File: src/rtl/shared_pkg.sv
// Shared configuration and types for the parametrised synchronous FIFO and its bench.
package shared_pkg;

  localparam int unsigned FIFO_DATA_WIDTH = 16;
  localparam int unsigned FIFO_DEPTH      = 8;

  typedef logic [$clog2(FIFO_DEPTH):0] count_t;

  typedef enum logic [1:0] {
    WRITE,
    READ,
    WRITE_READ,
    IDLE
  } trans_kind_e;

endpackage

File: src/rtl/param_sync_fifo_if.sv
// Producer/consumer handshake and status bundle of param_sync_fifo.
interface param_sync_fifo_if
  import shared_pkg::*;
#(
  parameter int unsigned DATA_WIDTH = FIFO_DATA_WIDTH,
  parameter int unsigned DEPTH      = FIFO_DEPTH
);
  localparam int unsigned CntW = $clog2(DEPTH) + 1;

  logic [DATA_WIDTH-1:0] data_in;
  logic                  wr_en;
  logic                  rd_en;
  logic [DATA_WIDTH-1:0] data_out;
  logic                  wr_ack;
  logic                  overflow;
  logic                  underflow;
  logic                  full;
  logic                  empty;
  logic                  almostfull;
  logic                  almostempty;
  logic [CntW-1:0]       count;

  modport master (
    output data_in, wr_en, rd_en,
    input  data_out, wr_ack, overflow, underflow, full, empty, almostfull, almostempty, count
  );

  modport slave (
    input  data_in, wr_en, rd_en,
    output data_out, wr_ack, overflow, underflow, full, empty, almostfull, almostempty, count
  );

endinterface

File: src/rtl/fifo_mem.sv
// DEPTH x DATA_WIDTH storage, one synchronous write port and one read port.
// Read port is combinational when FIFO_FWFT_EN is defined, registered otherwise.
module fifo_mem #(
  parameter int unsigned DataWidth = 16,
  parameter int unsigned Depth     = 8,
  localparam int unsigned AddrW    = $clog2(Depth)
) (
  input  logic                 clk_i,
  input  logic                 rst_ni,
  input  logic                 we_i,
  input  logic [AddrW-1:0]     waddr_i,
  input  logic [DataWidth-1:0] wdata_i,
  input  logic                 re_i,
  input  logic [AddrW-1:0]     raddr_i,
  output logic [DataWidth-1:0] rdata_o
);

  logic [DataWidth-1:0] mem_q [Depth];

  always_ff @(posedge clk_i) begin
    if (we_i) begin
      mem_q[waddr_i] <= wdata_i;
    end
  end

`ifdef FIFO_FWFT_EN
  logic unused_ctrl;
  assign unused_ctrl = ^{rst_ni, re_i};
  assign rdata_o     = mem_q[raddr_i];
`else
  logic [DataWidth-1:0] rdata_q;

  // Holds the last popped word until the next accepted read.
  always_ff @(posedge clk_i) begin
    if (!rst_ni) begin
      rdata_q <= '0;
    end else if (re_i) begin
      rdata_q <= mem_q[raddr_i];
    end
  end

  assign rdata_o = rdata_q;
`endif

endmodule

File: src/rtl/param_sync_fifo.sv
// Parametrised single-clock FIFO: pointers, occupancy count and status flags.
// Optional first-word-fall-through read path selected by FIFO_FWFT_EN.
module param_sync_fifo
  import shared_pkg::*;
#(
  parameter int unsigned DATA_WIDTH = FIFO_DATA_WIDTH,
  parameter int unsigned DEPTH      = FIFO_DEPTH,
  parameter int unsigned AF_MARGIN  = 1,
  parameter int unsigned AE_MARGIN  = 1
) (
  input logic              clk,
  input logic              rst_n,
  param_sync_fifo_if.slave fifo
);

  localparam int unsigned PtrW = $clog2(DEPTH);
  localparam int unsigned CntW = PtrW + 1;
  localparam logic [CntW-1:0] DepthC  = CntW'(DEPTH);
  localparam logic [CntW-1:0] AfLevel = CntW'(DEPTH - AF_MARGIN);
  localparam logic [CntW-1:0] AeLevel = CntW'(AE_MARGIN);

  logic [PtrW-1:0]       wr_ptr_q, wr_ptr_d;
  logic [PtrW-1:0]       rd_ptr_q, rd_ptr_d;
  logic [CntW-1:0]       count_q, count_d;
  logic                  wr_ack_q, overflow_q, underflow_q;
  logic                  full, empty, wr_accept, rd_accept;
  logic [DATA_WIDTH-1:0] rdata;
  trans_kind_e           kind;

  assign full  = (count_q == DepthC);
  assign empty = (count_q == '0);

  // A full FIFO still takes a write when the same-cycle read frees a slot.
  assign wr_accept = fifo.wr_en && (!full || fifo.rd_en);
  assign rd_accept = fifo.rd_en && !empty;

  always_comb begin
    kind = IDLE;
    if (wr_accept && rd_accept) begin
      kind = WRITE_READ;
    end else if (wr_accept) begin
      kind = WRITE;
    end else if (rd_accept) begin
      kind = READ;
    end
  end

  always_comb begin
    wr_ptr_d = wr_ptr_q;
    rd_ptr_d = rd_ptr_q;
    count_d  = count_q;
    unique case (kind)
      WRITE: begin
        wr_ptr_d = wr_ptr_q + PtrW'(1);
        count_d  = count_q + CntW'(1);
      end
      READ: begin
        rd_ptr_d = rd_ptr_q + PtrW'(1);
        count_d  = count_q - CntW'(1);
      end
      WRITE_READ: begin
        wr_ptr_d = wr_ptr_q + PtrW'(1);
        rd_ptr_d = rd_ptr_q + PtrW'(1);
      end
      IDLE: ;
    endcase
  end

  always_ff @(posedge clk) begin
    if (!rst_n) begin
      wr_ptr_q    <= '0;
      rd_ptr_q    <= '0;
      count_q     <= '0;
      wr_ack_q    <= 1'b0;
      overflow_q  <= 1'b0;
      underflow_q <= 1'b0;
    end else begin
      wr_ptr_q    <= wr_ptr_d;
      rd_ptr_q    <= rd_ptr_d;
      count_q     <= count_d;
      wr_ack_q    <= wr_accept;
      overflow_q  <= fifo.wr_en && !wr_accept;
      underflow_q <= fifo.rd_en && !rd_accept;
    end
  end

  fifo_mem #(
    .DataWidth (DATA_WIDTH),
    .Depth     (DEPTH)
  ) u_mem (
    .clk_i   (clk),
    .rst_ni  (rst_n),
    .we_i    (wr_accept),
    .waddr_i (wr_ptr_q),
    .wdata_i (fifo.data_in),
    .re_i    (rd_accept),
    .raddr_i (rd_ptr_q),
    .rdata_o (rdata)
  );

`ifdef FIFO_FWFT_EN
  assign fifo.data_out = empty ? '0 : rdata;
`else
  assign fifo.data_out = rdata;
`endif

  assign fifo.wr_ack      = wr_ack_q;
  assign fifo.overflow    = overflow_q;
  assign fifo.underflow   = underflow_q;
  assign fifo.full        = full;
  assign fifo.empty       = empty;
  assign fifo.almostfull  = (count_q >= AfLevel);
  assign fifo.almostempty = (count_q <= AeLevel);
  assign fifo.count       = count_q;

endmodule

File: src/flat_wrapper.sv
// flat-port wrapper written by rule: the top's interface ports become plain ports
module param_sync_fifo_flat import shared_pkg::*;
#(
  parameter int unsigned DATA_WIDTH = FIFO_DATA_WIDTH,
  parameter int unsigned DEPTH      = FIFO_DEPTH,
  parameter int unsigned AF_MARGIN  = 1,
  parameter int unsigned AE_MARGIN  = 1
)
  (clk, rst_n, fifo_data_in, fifo_wr_en, fifo_rd_en, fifo_data_out, fifo_wr_ack, fifo_overflow, fifo_underflow, fifo_full, fifo_empty, fifo_almostfull, fifo_almostempty, fifo_count);
  param_sync_fifo_if #(.DATA_WIDTH(DATA_WIDTH), .DEPTH(DEPTH)) fifo_i ();
  input logic clk;
  input logic rst_n;
  input wire logic [$bits(fifo_i.data_in)-1:0] fifo_data_in;
  input wire logic [$bits(fifo_i.wr_en)-1:0] fifo_wr_en;
  input wire logic [$bits(fifo_i.rd_en)-1:0] fifo_rd_en;
  output wire logic [$bits(fifo_i.data_out)-1:0] fifo_data_out;
  output wire logic [$bits(fifo_i.wr_ack)-1:0] fifo_wr_ack;
  output wire logic [$bits(fifo_i.overflow)-1:0] fifo_overflow;
  output wire logic [$bits(fifo_i.underflow)-1:0] fifo_underflow;
  output wire logic [$bits(fifo_i.full)-1:0] fifo_full;
  output wire logic [$bits(fifo_i.empty)-1:0] fifo_empty;
  output wire logic [$bits(fifo_i.almostfull)-1:0] fifo_almostfull;
  output wire logic [$bits(fifo_i.almostempty)-1:0] fifo_almostempty;
  output wire logic [$bits(fifo_i.count)-1:0] fifo_count;
  assign fifo_i.data_in = fifo_data_in;
  assign fifo_i.wr_en = fifo_wr_en;
  assign fifo_i.rd_en = fifo_rd_en;
  assign fifo_data_out = fifo_i.data_out;
  assign fifo_wr_ack = fifo_i.wr_ack;
  assign fifo_overflow = fifo_i.overflow;
  assign fifo_underflow = fifo_i.underflow;
  assign fifo_full = fifo_i.full;
  assign fifo_empty = fifo_i.empty;
  assign fifo_almostfull = fifo_i.almostfull;
  assign fifo_almostempty = fifo_i.almostempty;
  assign fifo_count = fifo_i.count;
  param_sync_fifo #(.DATA_WIDTH(DATA_WIDTH), .DEPTH(DEPTH), .AF_MARGIN(AF_MARGIN), .AE_MARGIN(AE_MARGIN)) u_core (.clk(clk), .rst_n(rst_n), .fifo(fifo_i));
endmodule
File: config.mk
export PLATFORM = sky130hd
export DESIGN_NAME = param_sync_fifo_flat
export DESIGN_NICKNAME = d
export VERILOG_FILES = /design/src/rtl/shared_pkg.sv /design/src/rtl/param_sync_fifo_if.sv /design/src/rtl/fifo_mem.sv /design/src/rtl/param_sync_fifo.sv /design/src/flat_wrapper.sv
export SDC_FILE = /design/constraint.sdc
export NUM_CORES = 1
export LEC_CHECK = 0
export ABC_AREA = 0
export BUFFER_PORTS_ARGS = -buffer_cell sky130_fd_sc_hd__buf_2
export CELL_PAD_IN_SITES_DETAIL_PLACEMENT = 0
export CELL_PAD_IN_SITES_GLOBAL_PLACEMENT = 1
export CORE_MARGIN = 1.5
export CORE_UTILIZATION = 50
export DETAILED_ROUTE_END_ITERATION = 10
export HOLD_SLACK_MARGIN = 0.03
export PLACE_DENSITY_LB_ADDON = 0.1
export SYNTH_ARGS = -nofsm -noshare
export SYNTH_HDL_FRONTEND = slang
export SYNTH_HIERARCHICAL = 1
export SYNTH_SLANG_ARGS = --single-unit
File: constraint.sdc
create_clock -name clk -period 3.9 [get_ports clk]
set_input_delay 0.78 -clock clk [delete_from_list [all_inputs] [get_ports clk]]
set_output_delay 0.78 -clock clk [all_outputs]
set_load 0.05 [all_outputs]
# Yosys cells after proc, flatten, opt, wreduce, memory -nomap -nowiden
# Memory sizes are Yosys's and may differ from the RTL's. A register that Yosys moved wholly into a read port is not among the register bits.
# Cells that the tools add are included.
[word_totals]
reg_bits = 13
mem_bits_rw = 128
input_bits = 20
output_inout_bits = 27
elab_cells = 38
mem_count = 1
[op_classes]
n_addsub = 4
magnitude_cmp = 2
n_eq_ne = 3
mux = 6
reduce_logical = 16
[memory_table]
columns = ["name", "depth", "word_bits", "rd", "rd_ports_with_merged_regs", "write_ports", "line_no", "source"]
rows = [
  ["u_core.u_mem.mem_q", 8, 16, 1, 1, 1, "fifo_mem.sv:18", "logic [DataWidth-1:0] mem_q [Depth];"],
]
[ops]
columns = ["cell", "n"]
rows = [
  ["$pmux 4 s2", 1],
  ["$add 3x1->3 const B", 2],
  ["$mux 2", 3],
  ["$logic_and 1x1->1", 5],
  ["$logic_not 1->1", 5],
  ["$add 4x1->4 const B", 1],
  ["$eq 4x4->1 const B", 1],
  ["$ge 4x3->1 const B", 1],
  ["$le 4x1->1 const B", 1],
  ["$logic_not 4->1", 1],
  ["$reduce_or 2->1", 2],
  ["$sub 4x1->4 const B", 1],
  ["$eq 2x1->1 const B", 1],
  ["$eq 2x2->1 const B", 1],
  ["$logic_not 2->1", 1],
  ["$mux 1", 2],
  ["$reduce_bool 2->1", 1],
  ["$logic_or 1x1->1", 1],
]

# Logic depth before layout (Yosys ltp)
[logic_depth]
depth_word = 8
ltp_mapped = 10
depth_no_buf = 9

# Modules after synthesis
# Netlist, hierarchy kept.
[modules_own_cells]
columns = ["module", "instances", "cells_per_inst", "area_each_um2"]
rows = [
  ["fifo_mem", 1, 306, 5511.5],
  ["param_sync_fifo", 1, 72, 676.9],
]

# Worst setup path before layout
# No wires, ideal clock.
[synth_timing]
path_kind = "register to register"
from = "register u_core.count_q[1], in the netlist u_core/fifo.count[1]"
to = "register u_core.count_q[2], in the netlist u_core/fifo.count[2]"
arrival_time_ns = 3.501
path_slack_ns = 0.327
stages_incl_launch_ff = 10
path_buffers = 1
period_less_slack_ns = 3.573
cell_sequence = "dfxtp_1 -> inv_1 -> ha_1 -> nor3b_1 -> nor2b_1 -> ha_1 -> buf_4 -> mux2i_1 -> or3_2 -> a21oi_1"
[synth_via]
elab_chain_cells = 8
word_cells_on_any_way = 17
[synth_rtl]
columns = ["element", "line_no", "source"]
rows = [
  ["start, declared", "param_sync_fifo.sv:24", "logic [CntW-1:0] count_q, count_d;"],
  ["start signal, assigned", "param_sync_fifo.sv:80", "count_q <= count_d;"],
  ["$logic_not 4->1 *", "param_sync_fifo.sv:31", "assign empty = (count_q == '0);"],
  ["net fifo_empty", "flat_wrapper.sv:21", "output wire logic [$bits(fifo_i.empty)-1:0] fifo_empty;"],
  ["$logic_not 1->1 *", "param_sync_fifo.sv:35", "assign rd_accept = fifo.rd_en && !empty;"],
  ["$logic_and 1x1->1 *", "param_sync_fifo.sv:35", ""],
  ["net u_core.rd_accept", "param_sync_fifo.sv:26", "logic full, empty, wr_accept, rd_accept;"],
  ["$mux 2", "param_sync_fifo.sv:43", "end else if (rd_accept) begin"],
  ["$mux 2", "param_sync_fifo.sv:41", "end else if (wr_accept) begin"],
  ["$mux 2 *", "param_sync_fifo.sv:39", "if (wr_accept && rd_accept) begin"],
  ["$eq 2x1->1 or $logic_not 2->1 (tied branches)", "param_sync_fifo.sv:52", "unique case (kind)"],
  ["$pmux 4 s2 or $reduce_bool 2->1 (tied branches)", "--", ""],
]
# Mark *: on every way through the listed nets, which the timed path passes. The rest lies on a longest branch.
# A chain may end at the register's enable or synchronous reset.

# Final worst setup path
[layout_timing]
from = "register u_core.count_q[0], in the netlist u_core/fifo.count[0]"
to = "register u_core.count_q[3], in the netlist u_core/fifo.count[3]"
[layout_via]
elab_chain_cells = 8
word_cells_on_any_way = 17
[layout_rtl]
columns = ["element", "line_no"]
rows = [
  ["$logic_not 4->1 *", "param_sync_fifo.sv:31"],
  ["$logic_not 1->1 *", "param_sync_fifo.sv:35"],
  ["$logic_and 1x1->1 *", "param_sync_fifo.sv:35"],
  ["net u_core.rd_accept", "param_sync_fifo.sv:26"],
  ["$mux 2", "param_sync_fifo.sv:43"],
  ["$mux 2", "param_sync_fifo.sv:41"],
  ["$mux 2 *", "param_sync_fifo.sv:39"],
  ["$eq 2x1->1 or $logic_not 2->1 (tied branches)", "param_sync_fifo.sv:52"],
  ["$pmux 4 s2 or $reduce_bool 2->1 (tied branches)", "--"],
]
# Marked as above.

==> qor.txt <==
combinational share of power = 26.9%
Worst Setup Start Kind = flop
Sw Ratio = 31.5%
antenna viol nets, final = 0
asr flop ratio synth = 0%
count leader, synth = edfxtp_1
Total Routing Usage GR = 19.5%
CTS Buf Count = 17
final setup vio count = 0
relative slew slack = 31.6%
Initial Util = 51.3%
sequential fraction of design power = 42.0%
max cap viols = 0
Final Max Tran Viols = 0
WP data required = 4.25 ns
clk buf depth = 2
Vias/cell = 5.43
top post-synthesis cells by count = edfxtp_1 (128), mux2i_1 (35), mux2_2 (32)
number of diodes = 0
Area contributors post-synth = edfxtp_1 (62%), dfxtp_1 (9.4%), mux2_2 (5.8%), mux2i_1 (5.7%), a221o_1 (2.1%)
die area = 13100 µm²
WL final = 11900 µm
Core Area = 12100 µm²
cell row count = 40
PortBufs = 46
met3 wire len = 506 µm
Pint = 3270 µW
Post-Syn Area = 6190 µm²
RSZ-0062 raised after global routing = false
Max Clk Rate = 362 MHz
final HPWL from detailed placement = 6830 µm
starting DRC count in detailed routing = 181
largest net degree at the start of global routing = 67
CTS tree = done
Yosys top cell area share = 62.1%
vias = 3364
endpoint type of the worst setup path = flop
total power = 4770 µW
height of the die = 114 µm
htree depth = 4
Initial DRT Pass Iterations = 4
Clock Sinks = 157
Synth area leader = edfxtp_1
setup_tns = 0 ns
share of layout cells above drive strength 1 = 29.0%
vias in the first global route = 3302
cell count after synthesis = 378
buffers inserted by post-CTS timing repair = 0
synthesized area per cell = 16.4 µm²
power per cell area = 671 nW/µm²
Top Layer Used = met4
hold_buf cts = 0
critical path type = flop to flop
fillers = 919
crit path capture = u_core/fifo.count[3]
Clk pwr share = 31.1%
root buffer cell = clkbuf_16
Final Skew = 0.0138 ns
hold violation total from the final report = 0
clock latency on the worst-skew pair = 0.42 ns
antenna violations before repair = 0
Hold Slack = 0.509 ns
reg2reg setup slack = 1.14 ns
RePlAce Congestion = 0.765
crit path from = u_core/fifo.count[0]
status = finished, final reports clean
period utilization = 70.9%
Pleak = 0.00250 µW
R2R cell count = 9
HP Class = flop to flop
measured slew at the worst slew-check pin = 1.02 ns
first-pass GRT wire length = 18300 µm
Max VDD drop = 321 µV
P&R area growth vs syn = 15.0%
Final min period = 2.76 ns
Critical R2R Capture = u_core/fifo.count[3]
final net count = 465
NetSw = 1500 µW
Wirelength per Cell = 19.3 µm
prevailing post-synth register cell = edfxtp_1
I/O pin count = 47
GR Overflow Total = 0
DIE WIDTH = 114 µm
DRC violations left = 0
Cell variety after synth = 36
number of synthesized flops with an enable pin = 128
post-cts gate resize count = 0
crit path DAT = 3.11 ns
Metal-1 WL = 5600 µm
FF-to-FF Start = u_core/fifo.count[0]
YS warnings = 6
syn_nets = 405
sequential-to-total area share from yosys stat = 71.5%
#FFs+latches synth = 157
clk slew on worst S/H paths = 0.06 ns
Met2 Routed Length = 5760 µm
crit-path max FO = 34
[area by class of cell]
class	count	area, µm²	share of cell area [%]
flip-flops and latches	157	4430	62.2
clock buffers	24	462	6.49
inverters	5	18.8	0.264
well taps	168	210	2.95
repair buffers	60	348	4.89
multi-input cells	197	1580	22.2
clock inverters	8	70.1	0.985
[per-stage QoR]
stage	util, %	instances	instance area, µm²	worst slack (ns)
after floorplan	-	378	6190	0.327
after global placement	54.6	587	6580	1.25
after detailed placement	54.6	587	6580	1.17
after CTS	59.0	619	7110	1.15
after global routing	59.0	619	7110	0.981
final	59.0	619	7110	1.14
[state kept, by name, summed over array words and instances, names as in the netlist]
name	flops
u_core/fifo.wr_ack	1
u_core/wr_ptr_q	3
u_core/fifo.count	4
u_core/rd_ptr_q	3
u_core/u_mem/rdata_o	16
u_core/fifo.underflow	1
u_core/u_mem/mem_q	128
u_core/fifo.overflow	1
[worst max-delay path, cell delays in order (launching register included)]
cell     delay (ns)
dfxtp_1        0.46
inv_1          0.09
ha_1           0.28
nor3b_1        0.19
nor2b_2        0.12
buf_4          0.35
ha_1           0.37
or4b_4         0.50
a21oi_2        0.17
mux2i_1        0.18
[power by group through the flow]
stage,Clock (µW),Sequential (µW),Combinational (µW)
after global placement,0,2040,1280
after CTS,1520,2010,1290
final,1490,2000,1280
after global routing,1570,2020,1370
after floorplan,0,2300,834
after detailed placement,0,2040,1290
[worst min-delay path by stage]
stage	startpoint	to	slack, ns	cells past startpoint
finish	u_core/wr_ptr_q[2]	u_core/wr_ptr_q[2]	0.51	2
global route	u_core/u_mem/rdata_o[1]	u_core/u_mem/rdata_o[1]	0.56	2
CTS	u_core/wr_ptr_q[2]	u_core/wr_ptr_q[2]	0.51	2
detailed placement	u_core/wr_ptr_q[2]	u_core/wr_ptr_q[2]	0.50	2
global placement	u_core/wr_ptr_q[2]	u_core/wr_ptr_q[2]	0.51	2
floorplan	u_core/wr_ptr_q[2]	u_core/wr_ptr_q[2]	0.47	2
[metal layers]
metal | track usage [%] | up-vias
met3 | 4.18 | 7
met4 | 8.25 | 0
met1 | 26.1 | 1682
met2 | 31.0 | 81
li1 | - | 1594
met5 | 0 | -
[cells by family (layout without fill, tap and decap cells)]
kind of cell | Yosys count | count (layout) | synth area share [%]
DFF | 157 | 157 | 71.5
AOI/OAI and AO/OA | 76 | 76 | 7.99
muxes | 67 | 67 | 11.5
and+or+nand+nor | 43 | 43 | 3.80
buffers and inverters | 24 | 97 | 3.26
adders and majority gates | 7 | 7 | 1.42
xor gates and xnor gates | 4 | 4 | 0.566
[layout by cell type, fill, tap and decap left out, types with 3 or more instances in the layout]
master and n:
nor2_1 13, mux2i_1 35, a22oi_1 3, xor2_1 4, nand2b_1 5, clkinv_2 5
o22ai_1 13, clkbuf_1 6, o221ai_1 3, clkbuf_16 17, dfxtp_1 28, a221o_1 13
buf_2 46, buf_4 13, ha_1 7, inv_1 4, mux2_2 32, o21ai_0 21
a21oi_1 19, edfxtp_1 128, nand2_1 8
Note: power is estimated with default switching activity, not from simulation.
